<file path="config.mk">
export PLATFORM = sky130hd
export DESIGN_NAME = id_stage
export DESIGN_NICKNAME = d
export VERILOG_FILES = /design/src/rtl/id_stage.sv
export SDC_FILE = /design/constraint.sdc
export NUM_CORES = 2
export LEC_CHECK = 0
export CORE_MARGIN = 3
export CORE_UTILIZATION = 45
export DETAILED_ROUTE_END_ITERATION = 10
export SLEW_MARGIN = 20
export SYNTH_ARGS = -nofsm -noshare
export SYNTH_HDL_FRONTEND = slang
export SYNTH_SLANG_ARGS = --single-unit
</file>
<file path="constraint.sdc">
create_clock -name CLK -period 3 [get_ports CLK]
set_input_delay 0.3 -clock CLK [delete_from_list [all_inputs] [get_ports CLK]]
set_output_delay 0.3 -clock CLK [all_outputs]
set_load 0.005 [all_outputs]
</file>
<file path="src/rtl/id_stage.sv">
// id_stage: MIPS decode stage with IF/ID and ID/EX registers, register file and load-use hazard detection
module id_stage #(
  parameter bit          BYPASS_EN = 1'b1,
  parameter logic [31:0] NOP_INS   = 32'h0000_0000
) (
  input  logic        CLK,
  input  logic        RST,
  input  logic [31:0] IF_Ins,
  input  logic [31:0] IF_PC4,
  input  logic        Flush,
  input  logic        WB_WE,
  input  logic [4:0]  WB_Addr,
  input  logic [31:0] WB_Data,
  output logic        Stall,
  output logic [31:0] EX_PC4,
  output logic [31:0] EX_RsData,
  output logic [31:0] EX_RtData,
  output logic [31:0] EX_Imm,
  output logic [4:0]  EX_Rs,
  output logic [4:0]  EX_Rt,
  output logic [4:0]  EX_Rd,
  output logic [4:0]  EX_Shamt,
  output logic        EX_RegWrite,
  output logic        EX_MemRead,
  output logic        EX_MemWrite,
  output logic        EX_ALUSrc,
  output logic        EX_RegDst,
  output logic [1:0]  EX_Branch,
  output logic        EX_Jump,
  output logic [3:0]  EX_ALUOp
);
  logic [31:0] r_ins, r_pc4;
  logic [31:0] r_rf [32];
  logic [5:0]  w_op, w_fn;
  logic [4:0]  w_rs, w_rt, w_rd, w_sh;
  logic [31:0] w_rs_data, w_rt_data, w_imm, w_sext, w_zext;
  logic        w_valid, w_uses_rt, w_wr, w_regwrite, w_alusrc, w_memread, w_memwrite, w_regdst, w_jump, w_stall;
  logic [1:0]  w_branch;
  logic [3:0]  w_alu;

  assign w_op   = r_ins[31:26];
  assign w_rs   = r_ins[25:21];
  assign w_rt   = r_ins[20:16];
  assign w_rd   = r_ins[15:11];
  assign w_sh   = r_ins[10:6];
  assign w_fn   = r_ins[5:0];
  assign w_sext = {{16{r_ins[15]}}, r_ins[15:0]};
  assign w_zext = {16'h0, r_ins[15:0]};

  // Register-file reads: $0 is hard-wired zero; same-cycle writeback optionally forwarded
  assign w_rs_data = (w_rs == 5'd0) ? 32'h0 : (BYPASS_EN && WB_WE && WB_Addr == w_rs) ? WB_Data : r_rf[w_rs];
  assign w_rt_data = (w_rt == 5'd0) ? 32'h0 : (BYPASS_EN && WB_WE && WB_Addr == w_rt) ? WB_Data : r_rf[w_rt];

  // Instruction decode of the IF/ID contents; unknown opcodes/functs decode to an all-zero NOP
  always_comb begin
    w_valid    = 1'b1;
    w_uses_rt  = 1'b0;
    w_wr       = 1'b0;
    w_alusrc   = 1'b0;
    w_memread  = 1'b0;
    w_memwrite = 1'b0;
    w_regdst   = 1'b0;
    w_branch   = 2'b00;
    w_jump     = 1'b0;
    w_alu      = 4'd0;
    w_imm      = 32'h0;
    case (w_op)
      6'h00: begin
        w_uses_rt = 1'b1;
        w_wr      = 1'b1;
        w_regdst  = 1'b1;
        case (w_fn)
          6'h20: w_alu = 4'd0;
          6'h22: w_alu = 4'd1;
          6'h24: w_alu = 4'd2;
          6'h25: w_alu = 4'd3;
          6'h2A: w_alu = 4'd4;
          6'h00: w_alu = 4'd5;
          default: begin
            w_valid   = 1'b0;
            w_uses_rt = 1'b0;
            w_wr      = 1'b0;
            w_regdst  = 1'b0;
          end
        endcase
      end
      6'h08: begin w_alu = 4'd0; w_alusrc = 1'b1; w_wr = 1'b1; w_imm = w_sext; end
      6'h0C: begin w_alu = 4'd2; w_alusrc = 1'b1; w_wr = 1'b1; w_imm = w_zext; end
      6'h0D: begin w_alu = 4'd3; w_alusrc = 1'b1; w_wr = 1'b1; w_imm = w_zext; end
      6'h0F: begin w_alu = 4'd6; w_alusrc = 1'b1; w_wr = 1'b1; w_imm = w_zext; end
      6'h23: begin w_alu = 4'd0; w_alusrc = 1'b1; w_memread = 1'b1; w_wr = 1'b1; w_imm = w_sext; end
      6'h2B: begin w_alu = 4'd0; w_alusrc = 1'b1; w_memwrite = 1'b1; w_uses_rt = 1'b1; w_imm = w_sext; end
      6'h04: begin w_alu = 4'd1; w_branch = 2'b01; w_uses_rt = 1'b1; w_imm = w_sext; end
      6'h05: begin w_alu = 4'd1; w_branch = 2'b10; w_uses_rt = 1'b1; w_imm = w_sext; end
      6'h02: begin w_jump = 1'b1; w_imm = {r_pc4[31:28], r_ins[25:0], 2'b00}; end
      default: w_valid = 1'b0;
    endcase
  end

  assign w_regwrite = w_wr && ((w_regdst ? w_rd : w_rt) != 5'd0);
  assign w_stall    = w_valid && EX_MemRead && EX_Rt != 5'd0 && (EX_Rt == w_rs || (w_uses_rt && EX_Rt == w_rt));
  assign Stall      = w_stall;

  // Register-file write port; writes to $0 are dropped
  always_ff @(posedge CLK) begin
    if (WB_WE && WB_Addr != 5'd0) r_rf[WB_Addr] <= WB_Data;
  end

  // IF/ID register: flush (or reset) loads a NOP, a load-use hazard holds
  always_ff @(posedge CLK) begin
    if (RST || Flush) {r_ins, r_pc4} <= {NOP_INS, 32'h0};
    else if (!w_stall) {r_ins, r_pc4} <= {IF_Ins, IF_PC4};
  end

  // ID/EX register: bubble of all zeros on flush or stall, otherwise the decode result
  always_ff @(posedge CLK) begin
    {EX_PC4, EX_RsData, EX_RtData, EX_Imm, EX_Rs, EX_Rt, EX_Rd, EX_Shamt,
     EX_RegWrite, EX_MemRead, EX_MemWrite, EX_ALUSrc, EX_RegDst, EX_Branch, EX_Jump, EX_ALUOp}
      <= (RST || Flush || w_stall) ? '0 :
         {r_pc4, w_rs_data, w_rt_data, w_imm, w_rs, w_rt, w_rd, w_sh,
          w_regwrite, w_memread, w_memwrite, w_alusrc, w_regdst, w_branch, w_jump, w_alu};
  end
endmodule

</file>
==> impl_metrics.csv <==
group,metric,value,unit
run_status,status,"finished with violations",
run_status,violations,"negative setup slack",
sta,finalHoldViolations,0,
placement,dpl-instance-area,61700,µm²
final_layout,finalNetCount,3725,
pwr,seqPwrFrac,48.4,%
synth,synth_edf_count,1024,
clocking,cts_root_buffer,"clkbuf_16",
route,vias,34800,
placement,pre_cts_slack,26.5,ps
pwr,ir_drop,0.000594,V
clocking,cts_buffer_depth,3,
pwr,power_switching_share,22.0,%
clocking,htreeDepth,4,
sta,worst-slew-pin-transition,1110,ps
worst_hold_path,hold_class,"in2reg",
pwr,switching_power,8.77,mW
sta,drv_slew,0,
setup_path,path_class,"reg2out",
pwr,intPower,31.0,mW
pwr,p_leak,20.8,nW
synth,synth_area_leaders,"edfxtp_1 56%, mux4_2 20%, dfxtp_1 8.1%, a22oi_1 2.1%, mux2i_1 1.5%",
synth,netlist_area,54800,µm²
global_route,grt_pass1_wl,253000,µm
global_route,globalRoute.busiestLayer,"met2",
pwr,combPwrFrac,7.3,%
route,wl,179000,µm
sta,setup_viol,59,
setup_path,end_kind,"output pin",
synth,yosysTopAreaCell,"edfxtp_1",
synth,async_flop_share,0,%
setup_path,worstSetupStartpointType,"flop",
sta,fmax,318,MHz
synth,ys_warn_count,0,
die,die-area,126000,µm²
clocking,cts.clk_slew.worst_paths,60,ps
placement,dpl.hpwl,111000,µm
setup_path,cp.arrival,2850,ps
sta,fin_ws,-147,ps
die,core_region_area,120000,µm²
placement,place_congestion,0.887,
route,drt_iter0_markers,4267,
setup_path,rr_worst_depth,12,
route,post-route-drc-count,0,
clocking,insertion_delay,770,ps
global_route,grt_use_met3,7.51,%
pwr,clkPwrFrac,44.4,%
die,start_util,45.5,%
clocking,cts_made_buffers,137,
pwr,power_per_cell_area,595,nW/µm²
pwr,total_power,39.8,mW
job,drv_cap,0,
global_route,grtUsageTotal,28.0,%
final_layout,syn_to_final_growth,21.9,%
placement,port_buffers,264,
die,die_y,355,µm
sta,skew,28.4,ps
synth,yosysTopAreaCellShare,56.1,%
sta,slew_headroom,25.7,%
synth,synth.ff_latch_count,1247,
setup_path,cp_slowest_stage_delay,550,ps
clocking,clock-sinks,1247,
die,rows,127,
synth,syn_inst,3179,
synth,syn_area_per_cell,17.2,µm²
setup_path,crit_chain,"or4_4, or4_4, a21oi_4, o2111ai_2, a21oi_4, buf_6",
sta,rsz0062_at_grt,"yes",
placement,dp_cells,5077,
route,viasPerCell,6.51,
route,detail-route-antenna-nets,0,
global_route,grt_antenna_before_repair,6,
sta,tns,-1890,ps
final_layout,nFillCells,9365,
final_layout,drive_gt1_share,29.8,%
setup_path,cp_data_required_time,2700,ps
route,post_drt_wl_per_cell,33.4,µm
synth,synth-seq-area-share,64.3,%
final_layout,final_cell_area,66800,µm²
global_route,grtUsageMet2,43.4,%
sta,fin_crit,3150,ps
route,first_pass_iters,6,
worst_hold_path,min_path_cells,1,
die,ios,266,
clocking,cts_tree,"done",
synth,synth_cell_types,55,
global_route,gr-total-overflow,0,
setup_path,slowest_stage,"or4_4",
global_route,met1_usage,37.6,%
setup_path,worstPathMaxFanout,4,
global_route,first_global_vias,35400,
clocking,cts_hold_buf,0,
die,die_w,355,µm
final_layout,instances_no_fill,5347,
synth,synth_ff_type,"edfxtp_1",
sta,fin_crit_sh,105,%
global_route,grt_max_degree,129,
-- cell usage in the layout (no fill, tap or decap), drive strengths merged, types with 2 or more instances in the layout --
master         synthesis  final
nand2                198    198
a31oi                 33     33
nand3                 44     44
o31a                   3      3
or4                    5      5
o21ai                 65     65
xnor2                 10     10
or2                    4      4
inv                    3     11
a21oi                 26     26
nor3b                 57     57
clkbuf               168    192
a22oi                150    150
nand2b                 6      6
and2                  21     21
o22ai                 58     58
mux2                  69     69
dfxtp                223    223
edfxtp              1024   1024
nor2                  47     47
nand3b                 4      4
nand4                  6      6
xor2                  11     11
nand4b                 2      2
clkinv                 2     41
and3                  13     13
nor2b                 34     34
bufinv                 0     19
nor3                 106    106
a221oi                30     30
conb                   1     33
and3b                  2      2
o211ai                29     29
clkdlybuf4s50          0    262
nor4                   4      4
mux2i                 81     81
buf                  110    280
mux4                 480    480
or3                    6      6
a211oi                34     34
-- power groups by stage --
| stage | Clock, mW | Sequential (mW) | Combinational [mW] |
|---|---|---|---|
| 6_report | 17.6 | 19.2 | 2.89 |
| 2_1_floorplan | 0 | 19.5 | 1.53 |
| 3_5_place_dp | 0 | 19.6 | 2.85 |
| 5_1_grt | 18.7 | 19.2 | 3.05 |
| 4_1_cts | 17.9 | 19.2 | 2.87 |
| 3_3_place_gp | 0 | 19.6 | 2.81 |
-- critical path: cells and delay by family (launching register included) --
family | cells | cell delay, ps
AOI/OAI and AO/OA | 3 | 610
buffers and inverters | 1 | 140
DFF | 1 | 320
and+or+nand+nor | 2 | 1020
-- per-layer routing --
layer	vias to the layer above	part of all wire [%]
met5	-	0.022
met2	2235	47
met3	419	11
li1	14000	-
met4	6	4.2
met1	18100	38
-- layout make-up --
class,instances,area [µm²],area share (%)
antenna,1,2.50,0.00374
clock buffer,186,3830,5.73
clock inverter,67,923,1.38
timing repair buffer,548,5930,8.87
multi-input combinational,1681,18900,28.2
tap,1612,2020,3.02
sequential,1247,35200,52.7
inverter,5,18.8,0.0281
-- timing repair --
item                       4_1_cts  5_1_grt
pin swaps                        1        1
gates resized for setup         10       10
setup buffers                    2        8
gates cloned                     0        6
setup endpoints to repair        1       92
-- stage by stage --
| stage | util, % | hold slack (ps) |
|---|---|---|
| after floorplan | - | 399 |
| after global placement | 51.2 | 440 |
| after detailed placement | 51.2 | 450 |
| after CTS | 55.2 | 56.1 |
| after global routing | 55.5 | 59.1 |
| final | 55.5 | 57.5 |
-- flip-flops by register name, summed over array words and instances, names as in the netlist, 32 cells and up --
name       flops
EX_Imm        32
r_ins         32
EX_RsData     32
r_pc4         32
r_rf        1024
EX_RtData     32
EX_PC4        32
-- cell families after synthesis --
group	Yosys count	synth area share, %
other cells	1	0.00684
xor+xnor	21	0.336
mux	630	22.6
buf+inv	283	2.20
flops	1247	64.3
simple gates	562	5.15
compound gates	435	5.43
-- final timing paths --
| kind | from | end | slack, ps |
|---|---|---|---|
| min | WB_Data[24] | r_rf[14][24]$_DFFE_PP_ | 60 |
| max | r_ins[26]$_SDFFE_PP0N_ | Stall | -150 |
| max reg2reg | r_ins[26]$_SDFFE_PP0N_ | EX_RsData[19]$_SDFF_PP0_ | -50 |
| min reg2reg | r_pc4[18]$_SDFFE_PP0N_ | r_pc4[18]$_SDFFE_PP0N_ | 460 |
-- synth_stat cells, types with 10 or more instances --
master	n
a211oi_1	34
a21oi_1	25
a221oi_1	30
a22oi_1	150
a31oi_1	33
and2_1	20
and3_1	13
buf_1	33
buf_2	62
buf_4	13
clkbuf_1	168
dfxtp_1	223
edfxtp_1	1024
mux2_2	69
mux2i_1	81
mux4_2	480
nand2_1	198
nand3_1	44
nor2_1	47
nor2b_1	34
nor3_1	106
nor3b_1	57
o211ai_1	29
o21ai_0	64
o22ai_1	58
xnor2_1	10
xor2_1	11
Power figures use the tool's default switching activity.
